==> config.mk <==
export PLATFORM = sky130hd
export DESIGN_NAME = mode_counter_flat
export DESIGN_NICKNAME = d
export VERILOG_FILES = /design/src/rtl/mode_counter_if.sv /design/src/rtl/mode_counter.sv /design/src/flat_wrapper.sv
export SDC_FILE = /design/constraint.sdc
export NUM_CORES = 1
export LEC_CHECK = 0
export ABC_CLOCK_PERIOD_IN_PS = 4600
export BUFFER_PORTS_ARGS = -buffer_cell sky130_fd_sc_hd__buf_4
export CAP_MARGIN = 30
export CORE_MARGIN = 5
export CORE_UTILIZATION = 50
export CTS_CLUSTER_DIAMETER = 200
export DETAILED_ROUTE_END_ITERATION = 8
export PLACE_DENSITY = 0.85
export REMOVE_ABC_BUFFERS = 1
export SLEW_MARGIN = 10
export SYNTH_ARGS = -nofsm -noshare
export SYNTH_HDL_FRONTEND = slang
export SYNTH_SLANG_ARGS = --single-unit
==> constraint.sdc <==
create_clock -name CLK -period 4.6 [get_ports CLK]
set_input_delay 0.23 -clock CLK [delete_from_list [all_inputs] [get_ports CLK]]
set_output_delay 0.23 -clock CLK [all_outputs]
set_load 0.01 [all_outputs]
==> src/rtl/mode_counter_if.sv <==
// mode_counter_if: control inputs, count and status outputs of mode_counter
interface mode_counter_if #(
  parameter int COUNTER_WIDTH  = 8,
  parameter int PRESCALE_WIDTH = 4
);
  logic                      ENABLE_IN;
  logic                      DIR_IN;
  logic                      MODE_IN;
  logic                      CLEAR_IN;
  logic                      LOAD_IN;
  logic [COUNTER_WIDTH-1:0]  LOAD_VALUE;
  logic                      MAX_WR;
  logic [COUNTER_WIDTH-1:0]  MAX_IN;
  logic [PRESCALE_WIDTH-1:0] PRESCALE_IN;
  logic [COUNTER_WIDTH-1:0]  COUNT;
  logic                      TRIG_OUT;
  logic                      DONE_OUT;
  modport master (
    output ENABLE_IN, DIR_IN, MODE_IN, CLEAR_IN, LOAD_IN, LOAD_VALUE, MAX_WR, MAX_IN, PRESCALE_IN,
    input  COUNT, TRIG_OUT, DONE_OUT
  );
  modport slave (
    input  ENABLE_IN, DIR_IN, MODE_IN, CLEAR_IN, LOAD_IN, LOAD_VALUE, MAX_WR, MAX_IN, PRESCALE_IN,
    output COUNT, TRIG_OUT, DONE_OUT
  );
endinterface

==> src/rtl/mode_counter.sv <==
// mode_counter: prescaled up/down counter with programmable terminal value, periodic or one-shot
module mode_counter #(
  parameter int COUNTER_WIDTH  = 8,
  parameter int COUNTER_MAX    = 192,
  parameter int PRESCALE_WIDTH = 4
) (
  input logic           CLK,
  input logic           Reset,
  mode_counter_if.slave bus
);
  typedef enum logic {RUN, DONE} state_t;
  state_t                    state;
  logic [COUNTER_WIDTH-1:0]  count;
  logic [COUNTER_WIDTH-1:0]  max_q;
  logic [PRESCALE_WIDTH-1:0] pre;
  logic                      trig;
  logic                      adv;
  logic                      tick;
  logic                      term;
  // Tick decode: >= on the prescaler tolerates PRESCALE_IN lowered under the running count,
  // >= on MAX stops a load above MAX from running away
  always_comb begin
    adv  = state == RUN && bus.ENABLE_IN;
    tick = adv && pre >= bus.PRESCALE_IN;
    term = bus.DIR_IN ? count == '0 : count >= max_q;
  end
  // State, count, prescaler and MAX register; CLEAR/LOAD outrank the tick and kill its pulse
  always_ff @(posedge CLK) begin
    if (Reset) begin
      state <= RUN;
      count <= '0;
      max_q <= COUNTER_WIDTH'(COUNTER_MAX);
      pre   <= '0;
      trig  <= 1'b0;
    end else begin
      trig <= 1'b0;
      if (bus.MAX_WR) max_q <= bus.MAX_IN;
      if (bus.CLEAR_IN || bus.LOAD_IN) begin
        state <= RUN;
        count <= bus.CLEAR_IN ? '0 : bus.LOAD_VALUE;
        pre   <= '0;
      end else if (adv) begin
        pre <= tick ? '0 : pre + 1'b1;
        if (tick && term) begin
          trig  <= 1'b1;
          state <= bus.MODE_IN ? DONE : RUN;
          count <= bus.MODE_IN ? (bus.DIR_IN ? '0 : count) : (bus.DIR_IN ? max_q : '0);
        end else if (tick) begin
          count <= bus.DIR_IN ? count - 1'b1 : count + 1'b1;
        end
      end
    end
  end
  assign bus.COUNT    = count;
  assign bus.TRIG_OUT = trig;
  assign bus.DONE_OUT = state == DONE;
endmodule

==> src/flat_wrapper.sv <==
// flat-port wrapper written by rule: the top's interface ports become plain ports
module mode_counter_flat 
#(
  parameter int COUNTER_WIDTH  = 8,
  parameter int COUNTER_MAX    = 192,
  parameter int PRESCALE_WIDTH = 4
)
  (CLK, Reset, bus_ENABLE_IN, bus_DIR_IN, bus_MODE_IN, bus_CLEAR_IN, bus_LOAD_IN, bus_LOAD_VALUE, bus_MAX_WR, bus_MAX_IN, bus_PRESCALE_IN, bus_COUNT, bus_TRIG_OUT, bus_DONE_OUT);
  mode_counter_if #(.COUNTER_WIDTH(COUNTER_WIDTH), .PRESCALE_WIDTH(PRESCALE_WIDTH)) bus_i ();
  input logic CLK;
  input logic Reset;
  input wire logic [$bits(bus_i.ENABLE_IN)-1:0] bus_ENABLE_IN;
  input wire logic [$bits(bus_i.DIR_IN)-1:0] bus_DIR_IN;
  input wire logic [$bits(bus_i.MODE_IN)-1:0] bus_MODE_IN;
  input wire logic [$bits(bus_i.CLEAR_IN)-1:0] bus_CLEAR_IN;
  input wire logic [$bits(bus_i.LOAD_IN)-1:0] bus_LOAD_IN;
  input wire logic [$bits(bus_i.LOAD_VALUE)-1:0] bus_LOAD_VALUE;
  input wire logic [$bits(bus_i.MAX_WR)-1:0] bus_MAX_WR;
  input wire logic [$bits(bus_i.MAX_IN)-1:0] bus_MAX_IN;
  input wire logic [$bits(bus_i.PRESCALE_IN)-1:0] bus_PRESCALE_IN;
  output wire logic [$bits(bus_i.COUNT)-1:0] bus_COUNT;
  output wire logic [$bits(bus_i.TRIG_OUT)-1:0] bus_TRIG_OUT;
  output wire logic [$bits(bus_i.DONE_OUT)-1:0] bus_DONE_OUT;
  assign bus_i.ENABLE_IN = bus_ENABLE_IN;
  assign bus_i.DIR_IN = bus_DIR_IN;
  assign bus_i.MODE_IN = bus_MODE_IN;
  assign bus_i.CLEAR_IN = bus_CLEAR_IN;
  assign bus_i.LOAD_IN = bus_LOAD_IN;
  assign bus_i.LOAD_VALUE = bus_LOAD_VALUE;
  assign bus_i.MAX_WR = bus_MAX_WR;
  assign bus_i.MAX_IN = bus_MAX_IN;
  assign bus_i.PRESCALE_IN = bus_PRESCALE_IN;
  assign bus_COUNT = bus_i.COUNT;
  assign bus_TRIG_OUT = bus_i.TRIG_OUT;
  assign bus_DONE_OUT = bus_i.DONE_OUT;
  mode_counter #(.COUNTER_WIDTH(COUNTER_WIDTH), .COUNTER_MAX(COUNTER_MAX), .PRESCALE_WIDTH(PRESCALE_WIDTH)) u_core (.CLK(CLK), .Reset(Reset), .bus(bus_i));
endmodule
==> PnR_summary.wiki, run 1 <==
{| class="wikitable"
! Metric !! Value
|-
| Final HPWL DP || about 2900 um
|-
| Instance count of the mapped netlist || roughly 170
|-
| Cell Rows || 20
|-
| Via-per-instance ratio || between 5 and 6
|-
| Number of register bits inferred by synthesis || 22
|-
| Worst hold-check slack || 121 ps
|-
| Global-route wire length before repair || ~5900 um
|-
| Slew at the pin closest to its max-slew limit || about 630 ps
|-
| Via count of the routed design || roughly 1400
|-
| Total Negative Setup Slacks || 0 ps
|-
| Post-CTS Setup Bufs || 0
|-
| Max FO, Critical Path || 16
|-
| Maximum ir drop on the vdd rail || 0.136 mV
|-
| DIE AREA || 4450 um^2
|-
| Pin count of the biggest net entering global routing || 17
|-
| Worst setup skew after layout || 1.72 ps
|-
| Crit end category || register
|-
| Dominant register cell in the synthesized netlist || dfxtp_1
|-
| Grt ovf || 0
|-
| Comb power frac || a little under a third
|-
| Initial standard-cell utilization of the core || between 50% and 60%
|-
| Most common cell in the netlist || dfxtp_1
|-
| Utilization after layout || approximately 63%
|-
| Most frequent cells after synthesis || dfxtp_1 (22), ha_1 (19), nor2_1 (17)
|-
| Share of layout cells above drive strength 1 || ~27%
|-
| Slew Viols, Final || 0
|-
| Count of routing violations after the opening detailed-route iteration || 81
|-
| Clock share of power || a little under a quarter
|-
| Class of the most critical setup path || register to register
|-
| Outcome || finished, final reports clean
|-
| Fraction of the cycle the final worst path needs || between 50 and 60%
|-
| Kind of start point of the critical path || register
|-
| Placeable core area || 3080 um^2
|-
| Vias in the first global route || about 1400
|-
| Number of clock sinks seen by CTS || 22
|-
| Switching power of the nets || 0.151 mW
|-
| Async set or reset register ratio after synthesis || 0%
|-
| Mean instance size in the synthesized netlist || between 9 and 10 um^2
|-
| Number of gates resized after cts || 0
|-
| Endpoint of the worst hold-timing path || u_core.max_q[7]
|-
| Worst EP arrival || 2670 ps
|-
| Unrepaired setup endpoints after global routing || no
|-
| Num CTS Buffers || 3
|-
| Number of antenna violations at the first check in global routing || 0
|-
| Worst r2r path cells || 8
|-
| Slew headroom || between 50 and 60%
|-
| Average wire length per cell after detail routing || around 15 um
|-
| Final estimated routing congestion in global placement || 0.806
|-
| Clock transition at the registers of the reported paths || roughly 120 ps
|-
| Drt first pass iters || 4
|-
| Final Hold Fails || 0
|-
| Post-synth EDFFs || 0
|-
| Sequential area share after synthesis || 27.4%
|-
| Count of antenna-violating nets left after detailed routing || 0
|-
| I/O Buffers || 37
|-
| Setup slack, reg-to-reg || roughly 2200 ps
|-
| Die span in y || 66.7 um
|-
| Worst-case clock buffer depth || 2
|-
| Cell type with the highest aggregate area in the netlist || dfxtp_1
|-
| Min-delay src || bus_MAX_IN[7]
|-
| Antenna diode count || 0
|-
| DRC violation count after routing || 0
|-
| Number of max-capacitance violations reported || 0
|-
| Portion of total power attributed to sequential cells || 45.4%
|-
| NumNets Final || ~250
|-
| CP Data Required Time || 4830 ps
|-
| Count of unique library cells instantiated by Yosys || 45
|-
| Hold buffer count at cts || 0
|-
| Proportion of total power due to net switching || 31.5%
|-
| DRT Wirelength || about 3700 um
|-
| Largest cells by area after synthesis || dfxtp_1 (27%), ha_1 (15%), a222oi_1 (4.4%), mux2i_1 (4.4%), nor2_1 (4.0%)
|-
| Minimum period implied by the final worst setup slack || approximately 2400 ps
|-
| Layout Area Growth over Synthesis || 21.6%
|-
| Clk Latency, worst-skew pair || 310 ps
|-
| Fraction of synthesized cell area taken by the top area cell type || 27.4%
|-
| Total GRT Usage || about 17%
|-
| Htree depth || 1
|-
| Clock tree root driver cell || clkbuf_4
|-
| TritonCTS clock tree || yes
|-
| Worst R2R End || u_core.bus.COUNT[7]
|-
| Crit Reg-Reg Startpoint || u_core.bus.COUNT[0]
|-
| Min-Delay Path Class || input port to register
|-
| Achievable frequency || between 400 and 500 MHz
|-
| I/O pin count || 38
|-
| Total of warnings raised by yosys || 0
|-
| Overall power of the completed layout || 0.479 mW
|-
| Cell leakage power || between 0.8 and 0.9 nW
|-
| Post-Syn Area || between 1500 and 2000 um^2
|-
| Pwr/cell area || ~240 nW/um^2
|-
| Die X || roughly 67 um
|-
| Hold Path Stages || 3
|-
| Internal || 0.328 mW
|-
| Number of setup violations in the final report || 0
|}
==> cell usage in the layout, fill, tap and decap left out, types with 3 or more instances in the layout <==
| cell | n |
|---|---|
| buf_4 | 37 |
| dfxtp_1 | 22 |
| ha_1 | 19 |
| nor2_1 | 17 |
| inv_1 | 16 |
| mux2i_1 | 7 |
| o21ai_0 | 7 |
| a222oi_1 | 7 |
| a21oi_1 | 7 |
| xnor2_1 | 6 |
| nand2_1 | 5 |
| o21a_1 | 4 |
| nor2b_1 | 3 |
| nor3_1 | 3 |
| nand2b_1 | 3 |
| a211oi_1 | 3 |
| clkbuf_4 | 3 |
==> logic make-up (layout without fill, tap and decap cells) <==
group	count (synthesis)	count (layout)	synth area share, %
AOI/OAI and AO/OA	46	46	26.1
and+or+nand+nor	45	45	16.6
DFF	22	22	27.4
adders and majority gates	20	20	16.0
buffers and inverters	20	57	5.14
xor gates and xnor gates	8	8	4.36
muxes	7	7	4.36
==> layer usage <==
metal  part of all wire, %  global-route usage, %  vias to the layer above
met1                    47                   21.3                      619
met5                     0                      0                        -
met4                  0.89                   5.84                        0
met2                    47                   29.5                       37
met3                   5.5                   3.54                        5
li1                      -                      -                      702
==> worst max path at each step <==
stage	start	end	slack [ps]	depth (start not counted)
2_1_floorplan	u_core.bus.COUNT[4]	u_core.bus.COUNT[7]	2420	7
6_report	u_core.bus.COUNT[0]	u_core.bus.COUNT[7]	2160	8
5_1_grt	u_core.bus.COUNT[0]	u_core.bus.COUNT[1]	1970	8
3_5_place_dp	u_core.bus.COUNT[0]	u_core.bus.COUNT[7]	2190	8
4_1_cts	u_core.bus.COUNT[0]	u_core.bus.COUNT[1]	2160	8
3_3_place_gp	u_core.bus.COUNT[0]	u_core.bus.COUNT[1]	2270	8
==> registers in the layout, summed over array words and instances, names as in the netlist <==
register / count
u_core.max_q: 8
u_core.bus.DONE_OUT: 1
u_core.pre: 4
u_core.bus.COUNT: 8
u_core.bus.TRIG_OUT: 1
==> through the flow <==
step / instances / setup WS, ps / instance area (um^2)
after detailed placement: 245 / 2190 / 1920
after global routing: 249 / 1970 / 1950
after floorplan: 164 / 2420 / 1590
after CTS: 249 / 2160 / 1950
final: 249 / 2160 / 1950
after global placement: 245 / 2270 / 1920
==> power groups by stage <==
| stage | clock network [mW] | logic [mW] | registers [mW] |
|---|---|---|---|
| after floorplan | 0 | 0.0990 | 0.220 |
| after global placement | 0 | 0.149 | 0.221 |
| after detailed placement | 0 | 0.152 | 0.221 |
| after CTS | 0.111 | 0.153 | 0.217 |
| after global routing | 0.121 | 0.168 | 0.219 |
| final | 0.109 | 0.153 | 0.217 |
==> area by class of cell <==
| class | count | area [um^2] |
|---|---|---|
| clock buffer | 4 | 36.3 |
| fill | 292 | 1120 |
| inverter | 16 | 60.1 |
| multi-input combinational | 126 | 1080 |
| sequential | 22 | 440 |
| tap | 44 | 55.1 |
| timing repair buffer | 37 | 278 |
==> worst max-delay path, cell delays in order (launching register included) <==
cell and delay [ps]:
dfxtp_1 430, inv_1 120, ha_1 300, nand2b_1 150, a2111oi_2 420, o31ai_2 210, a22oi_4 420, nor2_1 80
a211oi_1 230
(Power assumes the default switching activity.)
==> run 2: changes to the inputs <==
Settings changed: ABC_CLOCK_PERIOD_IN_PS 4600 to 2400.
Clock period 4.6 ns to 2.4 ns, I/O delays scaled along.
==> run 2 against run 1 <==
Total power is 100% higher. Worst hold slack worse by 120 ps. Sequential share of layout area is 1.0 points lower. Largest power group unchanged.
==> PnR_summary.wiki, run 2 (synthesis results as in run 1) <==
{| class="wikitable"
! Metric !! Value
|-
| Clk Latency, worst-skew pair || 320 ps (about the same)
|-
| Count of antenna-violating nets left after detailed routing || 0 (unchanged)
|-
| Commonest non-fill, non-tap cells in the layout || buf_4 (43), dfxtp_1 (21), ha_1 (19)
|-
| Maximum ir drop on the vdd rail || 0.369 mV (+170%)
|-
| Die span in y || 66.7 um (unchanged)
|-
| Worst-case clock buffer depth || 2 (unchanged)
|-
| Num CTS Buffers || 3 (unchanged)
|-
| Kind of start point of the critical path || register
|-
| Via count of the routed design || 1448 (+6.2%)
|-
| Final std cell area, no fill || 2050 um^2 (+5.0%)
|-
| Comb power frac || 34.6% (+2.7 points)
|-
| DRC violation count after routing || 0 (unchanged)
|-
| Proportion of total power due to net switching || 32.1% (+0.63 points)
|-
| Average wire length per cell after detail routing || 14.8 um (-0.34%)
|-
| Minimum period implied by the final worst setup slack || 2250 ps (-186 ps)
|-
| Clock tree root driver cell || clkbuf_4
|-
| Initial standard-cell utilization of the core || 52.2% (unchanged)
|-
| Internal || 0.648 mW (+98%)
|-
| Max FO, Critical Path || 5 (-11)
|-
| I/O pin count || 38 (unchanged)
|-
| CP Data Required Time || 2620 ps (-2210 ps)
|-
| Worst EP arrival || 2470 ps (-200 ps)
|-
| Total GRT Usage || 16.9% (-0.34 points)
|-
| Die X || 66.7 um (unchanged)
|-
| Met3 track utilization from global routing || 4.22% (+0.67 points)
|-
| Class of the most critical setup path || register to register
|-
| Number of cells in the design after placement || 250 (+2.0%)
|-
| Vias in the first global route || 1292 (-5.6%)
|-
| Cell Rows || 20 (unchanged)
|-
| Final non-filler cell total || 257 (+3.2%)
|-
| Met2 Resource Use GR || 28.2% (-1.2 points)
|-
| Achievable frequency || 444 MHz (+8.3%)
|-
| Number of setup violations in the final report || 0 (unchanged)
|-
| Final Hold Fails || 0 (unchanged)
|-
| Pwr/cell area || 465 nW/um^2 (+90%)
|-
| Antenna diode count || 0 (unchanged)
|-
| Clock share of power || 22.4% (-0.3 points)
|-
| Met1 Use GR || 21.4% (+0.12 points)
|-
| TritonCTS clock tree || yes
|-
| Count of routing violations after the opening detailed-route iteration || 64 (-21%)
|-
| Outcome || finished, final reports clean
|-
| Cell leakage power || 0.940 nW (+5.3%)
|-
| Hold Path Stages || 3 (unchanged)
|-
| Drt first pass iters || 4 (unchanged)
|-
| DIE AREA || 4450 um^2 (unchanged)
|-
| Layout Area Growth over Synthesis || 27.6%
|-
| Pin count of the biggest net entering global routing || 17 (unchanged)
|-
| Final HPWL DP || 3000 um (+3.4%)
|-
| Placeable core area || 3080 um^2 (unchanged)
|-
| Switching power of the nets || 0.307 mW (+100%)
|-
| Crit Reg-Reg Startpoint || u_core.bus.COUNT[4]
|-
| NumNets Final || 262 (+3.1%)
|-
| Portion of total power attributed to sequential cells || 43.0% (-2.4 points)
|-
| Endpoint of the worst hold-timing path || u_core.max_q[6]
|-
| Most utilized layer in the global route result || met2
|-
| Worst setup skew after layout || 11.5 ps (+9.81 ps)
|-
| Worst hold-check slack || 2.96 ps (-118 ps)
|-
| Setup slack, reg-to-reg || 150 ps (-2010 ps)
|-
| Placement Cell Area || 1960 um^2 (+2.0%)
|-
| Commonest non-fill, non-tap cell in the layout || buf_4
|-
| Via-per-instance ratio || 5.63 (+2.9%)
|-
| Clock transition at the registers of the reported paths || 130 ps (about the same)
|-
| Slew Viols, Final || 0 (unchanged)
|-
| Grt ovf || 0 (unchanged)
|-
| Utilization after layout || 66.7% (+3.2 points)
|-
| Min-delay src || bus_MAX_IN[6]
|-
| Final estimated routing congestion in global placement || 0.773 (-4.1%)
|-
| Number of clock sinks seen by CTS || 22 (unchanged)
|-
| I/O Buffers || 37 (unchanged)
|-
| Number of max-capacitance violations reported || 0 (unchanged)
|-
| Worst r2r path cells || 7 (-1)
|-
| Min-Delay Path Class || input port to register
|-
| Crit end category || register
|-
| Share of layout cells above drive strength 1 || 29.6% (+2.7 points)
|-
| Htree depth || 1 (unchanged)
|-
| DRT Wirelength || 3810 um (+2.9%)
|-
| Slew at the pin closest to its max-slew limit || 741 ps (+112 ps)
|-
| Number of antenna violations at the first check in global routing || 0 (unchanged)
|-
| Global-route wire length before repair || 5800 um (-2.1%)
|-
| Slew headroom || 50.5% (-7.5 points)
|-
| Worst R2R End || u_core.bus.COUNT[7]
|-
| Fraction of the cycle the final worst path needs || 93.8% (+41 points)
|}
-- run 2: cell types whose count changed in the layout (fill, tap and decap cells not counted), sizes merged --
cell and delta:
dlygate4sd3 +1, buf +7
-- run 2: area by class of cell --
type,count,area [um^2]
well taps,44,55.1
fillers,273,1030
flip-flops and latches,22,442
inverters,16,60.1
multi-input cells,126,1110
repair buffers,45,353
clock buffers,4,36.3
-- run 2: critical path: stages, from the launching register on --
cell      delay (ps)
dfxtp_1          460
ha_1             310
and3_1           200
a221o_1          330
a311o_1          380
xnor2_1          130
a222oi_1         220
a211oi_1         120
-- run 2: repair_timing --
action / CTS / global route
hold buffers: 1 / 0
buffers inserted: 0 / 2
endpoints found under the setup margin: 1 / 8
pin swaps: 1 / 3
endpoints found under the hold margin: 1 / 0
resized for setup: 0 / 3
-- run 2: per-stage QoR --
step | setup WS, ps | TNS [ps] | power (mW)
floorplan | 215 | 0 | 0.611
global placement | 149 | 0 | 0.716
detailed placement | 14.1 | 0 | 0.726
CTS | 5.86 | 0 | 0.937
global route | -1.16 | -1.16 | 1.00
finish | 149 | 0 | 0.955
-- run 2: metal layers --
layer	up-vias	share of wire, %
met1	663	43
met4	0	1.4
li1	716	-
met2	63	47
met3	6	8.5
met5	-	0
-- run 2: how the worst max path moves through the flow --
stage                                    from  slack [ps]  cells after the start             endpoint
after floorplan           u_core.bus.COUNT[4]         220                      7  u_core.bus.COUNT[7]
after CTS                 u_core.bus.COUNT[0]           6                      8  u_core.bus.COUNT[7]
final                     u_core.bus.COUNT[4]         150                      7  u_core.bus.COUNT[7]
after detailed placement  u_core.bus.COUNT[0]          10                      8  u_core.bus.COUNT[7]
after global placement    u_core.bus.COUNT[0]         150                      8  u_core.bus.COUNT[7]
after global routing          u_core.max_q[6]          -1                      8  u_core.bus.COUNT[1]
-- run 2: power groups by stage --
stage | Combinational [mW] | Sequential (mW) | Clock (mW)
after floorplan | 0.190 | 0.421 | 0
after global placement | 0.300 | 0.416 | 0
after detailed placement | 0.308 | 0.418 | 0
after CTS | 0.311 | 0.410 | 0.217
after global routing | 0.358 | 0.413 | 0.232
final | 0.330 | 0.411 | 0.214
==> run 3: changes to the inputs <==
Settings changed: ABC_AREA set to 1, PLACE_DENSITY 0.85 to 0.84.
==> run 3 against run 2 <==
Clock power shrank 22%. Fmax is 15% higher. Register-to-register slack improved by 290 ps. Flip-flop and latch count stayed put. Sequential power barely moved. Area after synthesis rose by 9.8%. Largest cell class unchanged. Highest routed layer unchanged.
==> PnR_summary.wiki, run 3 <==
{| class="wikitable"
! Metric !! Value
|-
| Outcome || finished, final reports clean
|-
| Die span in y || 69.4 um (+4.1%)
|-
| Worst setup skew after layout || 6.37 ps (-5.16 ps)
|-
| Comb power frac || 35.1% (+0.5 points)
|-
| Number of gates resized after cts || 0 (unchanged)
|-
| Commonest non-fill, non-tap cells in the layout || nand2_1 (71), inv_1 (37), buf_4 (37)
|-
| Cell leakage power || 1.10 nW (+17%)
|-
| Largest cells by area after synthesis || dfxtp_1 (25%), nand2_1 (15%), ha_1 (13%), inv_1 (7.9%), nor2_1 (7.4%)
|-
| Proportion of total power due to net switching || 34.5% (+2.3 points)
|-
| Minimum period implied by the final worst setup slack || 1960 ps (-295 ps)
|-
| Drt first pass iters || 7 (+3)
|-
| Share of layout cells above drive strength 1 || 16.3% (-13 points)
|-
| Slowest-stage cell, CP || dfxtp_1
|-
| Worst setup slack before clock tree synthesis || 506 ps (+492 ps)
|-
| Clock share of power || 18.7% (-3.7 points)
|-
| Grt ovf || 0 (unchanged)
|-
| Sequential area share after synthesis || 24.9% (-2.4 points)
|-
| Post-CTS Setup Bufs || 0 (unchanged)
|-
| Number of register bits inferred by synthesis || 22 (unchanged)
|-
| I/O Buffers || 37 (unchanged)
|-
| Total GRT Usage || 16.3% (-0.62 points)
|-
| Hold buffer count at cts || 0 (-1)
|-
| Portion of total power attributed to sequential cells || 46.2% (+3.2 points)
|-
| Final estimated routing congestion in global placement || 0.825 (+6.8%)
|-
| TritonCTS clock tree || yes
|-
| Min-Delay Path Class || input port to register
|-
| Detail Route met2 WL || 1810 um (+1.5%)
|-
| DR top layer || met4
|-
| Maximum ir drop on the vdd rail || 0.194 mV (-48%)
|-
| Achievable frequency || 511 MHz (+15%)
|-
| Instance count of the mapped netlist || 277 (+65%)
|-
| Most frequent cells after synthesis || nand2_1 (71), inv_1 (37), nor2_1 (35)
|-
| Total of warnings raised by yosys || 0 (unchanged)
|-
| Fraction of synthesized cell area taken by the top area cell type || 24.9% (-2.4 points)
|-
| Initial standard-cell utilization of the core || 52.1% (-0.15 points)
|-
| Mean instance size in the synthesized netlist || 6.37 um^2 (-33%)
|-
| I/O pin count || 38 (unchanged)
|-
| Post-Syn Area || 1770 um^2 (+9.8%)
|-
| Worst-case clock buffer depth || 2 (unchanged)
|-
| Worst setup slack after layout || 444 ps (+295 ps)
|-
| Class of the most critical setup path || register to register
|-
| DRT Wirelength || 3960 um (+3.9%)
|-
| Crit end category || register
|-
| Number of clock sinks seen by CTS || 22 (unchanged)
|-
| NumNets Final || 362 (+38%)
|-
| Number of cells in the design after placement || 355 (+42%)
|-
| Count of routing violations after the opening detailed-route iteration || 122 (+91%)
|-
| Die X || 69.4 um (+4.1%)
|-
| Delay contributed by the slowest stage of the critical path || 400 ps (-60 ps)
|-
| Htree depth || 1 (unchanged)
|-
| Critical Path Most Common Cell || nand2_1
|-
| DIE AREA || 4820 um^2 (+8.3%)
|-
| Count of unique library cells instantiated by Yosys || 24 (-47%)
|-
| Number of antenna violations at the first check in global routing || 0 (unchanged)
|-
| Final HPWL DP || 3180 um (+6.1%)
|-
| Layout Area Growth over Synthesis || 18.4%
|-
| Slew headroom || 55.0% (+4.5 points)
|-
| Final non-filler cell total || 358 (+39%)
|-
| Total Negative Setup Slacks || 0 ps (unchanged)
|-
| Number of max-capacitance violations reported || 0 (unchanged)
|-
| Final Hold Fails || 0 (unchanged)
|-
| Clk Latency, worst-skew pair || 300 ps (-20 ps)
|-
| Cell type with the highest aggregate area in the netlist || dfxtp_1
|-
| CP Data Required Time || 2610 ps (about the same)
|-
| CP bufs+invs || 1 (+1)
|-
| Internal || 0.583 mW (-10%)
|-
| Number of setup violations in the final report || 0 (unchanged)
|-
| Placeable core area || 3390 um^2 (+10%)
|-
| Met3 wire len || 254 um (-22%)
|-
| Vias in the first global route || 1584 (+23%)
|-
| Slew at the pin closest to its max-slew limit || 675 ps (-66.0 ps)
|-
| Most common cell in the netlist || nand2_1
|-
| Global-route wire length before repair || 6710 um (+16%)
|-
| Async set or reset register ratio after synthesis || 0% (unchanged)
|-
| Kind of start point of the critical path || register
|-
| Count of antenna-violating nets left after detailed routing || 0 (unchanged)
|-
| Max FO, Critical Path || 15 (+10)
|-
| Dominant register cell in the synthesized netlist || dfxtp_1
|-
| DRC violation count after routing || 0 (unchanged)
|-
| Switching power of the nets || 0.307 mW (about the same)
|-
| Num CTS Buffers || 3 (unchanged)
|-
| Pwr/cell area || 426 nW/um^2 (-8.5%)
|-
| Cell Rows || 21 (+5.0%)
|-
| Via-per-instance ratio || 4.98 (-12%)
|-
| Fraction of the cycle the final worst path needs || 81.5% (-12 points)
|-
| Clock tree root driver cell || clkbuf_4
|-
| Length of routed wiring on met1 || 1870 um (+13%)
|-
| Average wire length per cell after detail routing || 11.1 um (-25%)
|-
| Cell class contributing the biggest share of worst-path delay || simple AND/OR/NAND/NOR gates
|-
| Clock transition at the registers of the reported paths || 120 ps (about the same)
|-
| Commonest non-fill, non-tap cell in the layout || nand2_1
|-
| Slew Viols, Final || 0 (unchanged)
|-
| Worst EP arrival || 2160 ps (-310 ps)
|-
| Unrepaired setup endpoints after global routing || no
|-
| Utilization after layout || 61.6% (-5.0 points)
|-
| Pin count of the biggest net entering global routing || 18 (+1)
|-
| Antenna diode count || 0 (unchanged)
|-
| Post-synth EDFFs || 0 (unchanged)
|-
| Critical-path cell list || inv_2 -> ha_1 -> nand2_1 -> nand3_1 -> nand2_1 -> nand2_1 -> nand2_1 -> nand2_2 -> nand2_1 -> nand2_2 -> nand2_4 -> o21bai_1 -> nor2_1
|-
| Via count of the routed design || 1782 (+23%)
|}
run 3: changes by cell type after synthesis, sizes merged, moves of 17 or more:
cell and delta:
a21oi +17, inv +23, nand2 +70, nand3 +24
nor2 +23
run 3: cells by family (layout without fill, tap and decap cells):
family,count (synthesis),after routing,synth area share [%]
and+or+nand+nor,144,144,34.7
AOI/OAI and AO/OA,41,41,12.5
buffers and inverters,44,79,10.2
xor gates and xnor gates,6,6,2.98
adders and majority gates,20,20,14.6
DFF,22,22,24.9
run 3: layout make-up:
cell class,count,area [um^2]
fillers,324,1300
flip-flops and latches,22,440
well taps,46,57.6
clock buffers,3,22.5
repair buffers,37,278
inverters,39,146
multi-input cells,211,1140
run 3: per-layer routing:
| layer | vias to the layer above | track usage [%] |
|---|---|---|
| met2 | 51 | 27.1 |
| met4 | 0 | 5.42 |
| met1 | 774 | 21.3 |
| met5 | - | 0 |
| met3 | 2 | 2.46 |
| li1 | 955 | - |
run 3: worst paths after layout:
kind | startpoint | cells past startpoint | slack, ps | to
max | u_core.bus.COUNT[0] | 13 | 440 | u_core.bus.COUNT[7]
min | bus_MAX_IN[7] | 3 | 30 | u_core.max_q[7]
max reg2reg | u_core.bus.COUNT[0] | 13 | 440 | u_core.bus.COUNT[7]
min reg2reg | u_core.max_q[2] | 2 | 490 | u_core.max_q[2]
run 3: per-stage QoR:
stage                     hold WS, ps  power (mW)  cell area (um^2)
final                            26.7       0.890              2090
after global routing             40.5       0.957              2090
after CTS                        22.0       0.892              2090
after detailed placement          345       0.730              2070
after global placement            332       0.722              2070
after floorplan                   220       0.624              1730
run 3: power by group through the flow:
stage	logic [mW]	registers, mW	clock network, mW
after CTS	0.312	0.410	0.170
after global routing	0.359	0.414	0.184
after detailed placement	0.311	0.419	0
after global placement	0.304	0.418	0
after floorplan	0.208	0.416	0
final	0.313	0.411	0.166
run 3: worst reg2reg max path: stages (launching register included):
cell and delay (ps):
dfxtp_1 400, inv_2 80, ha_1 280, nand2_1 40, nand3_1 70, nand2_1 50
nand2_1 50, nand2_1 50, nand2_2 200, nand2_1 100, nand2_2 160, nand2_4 110
o21bai_1 190, nor2_1 60
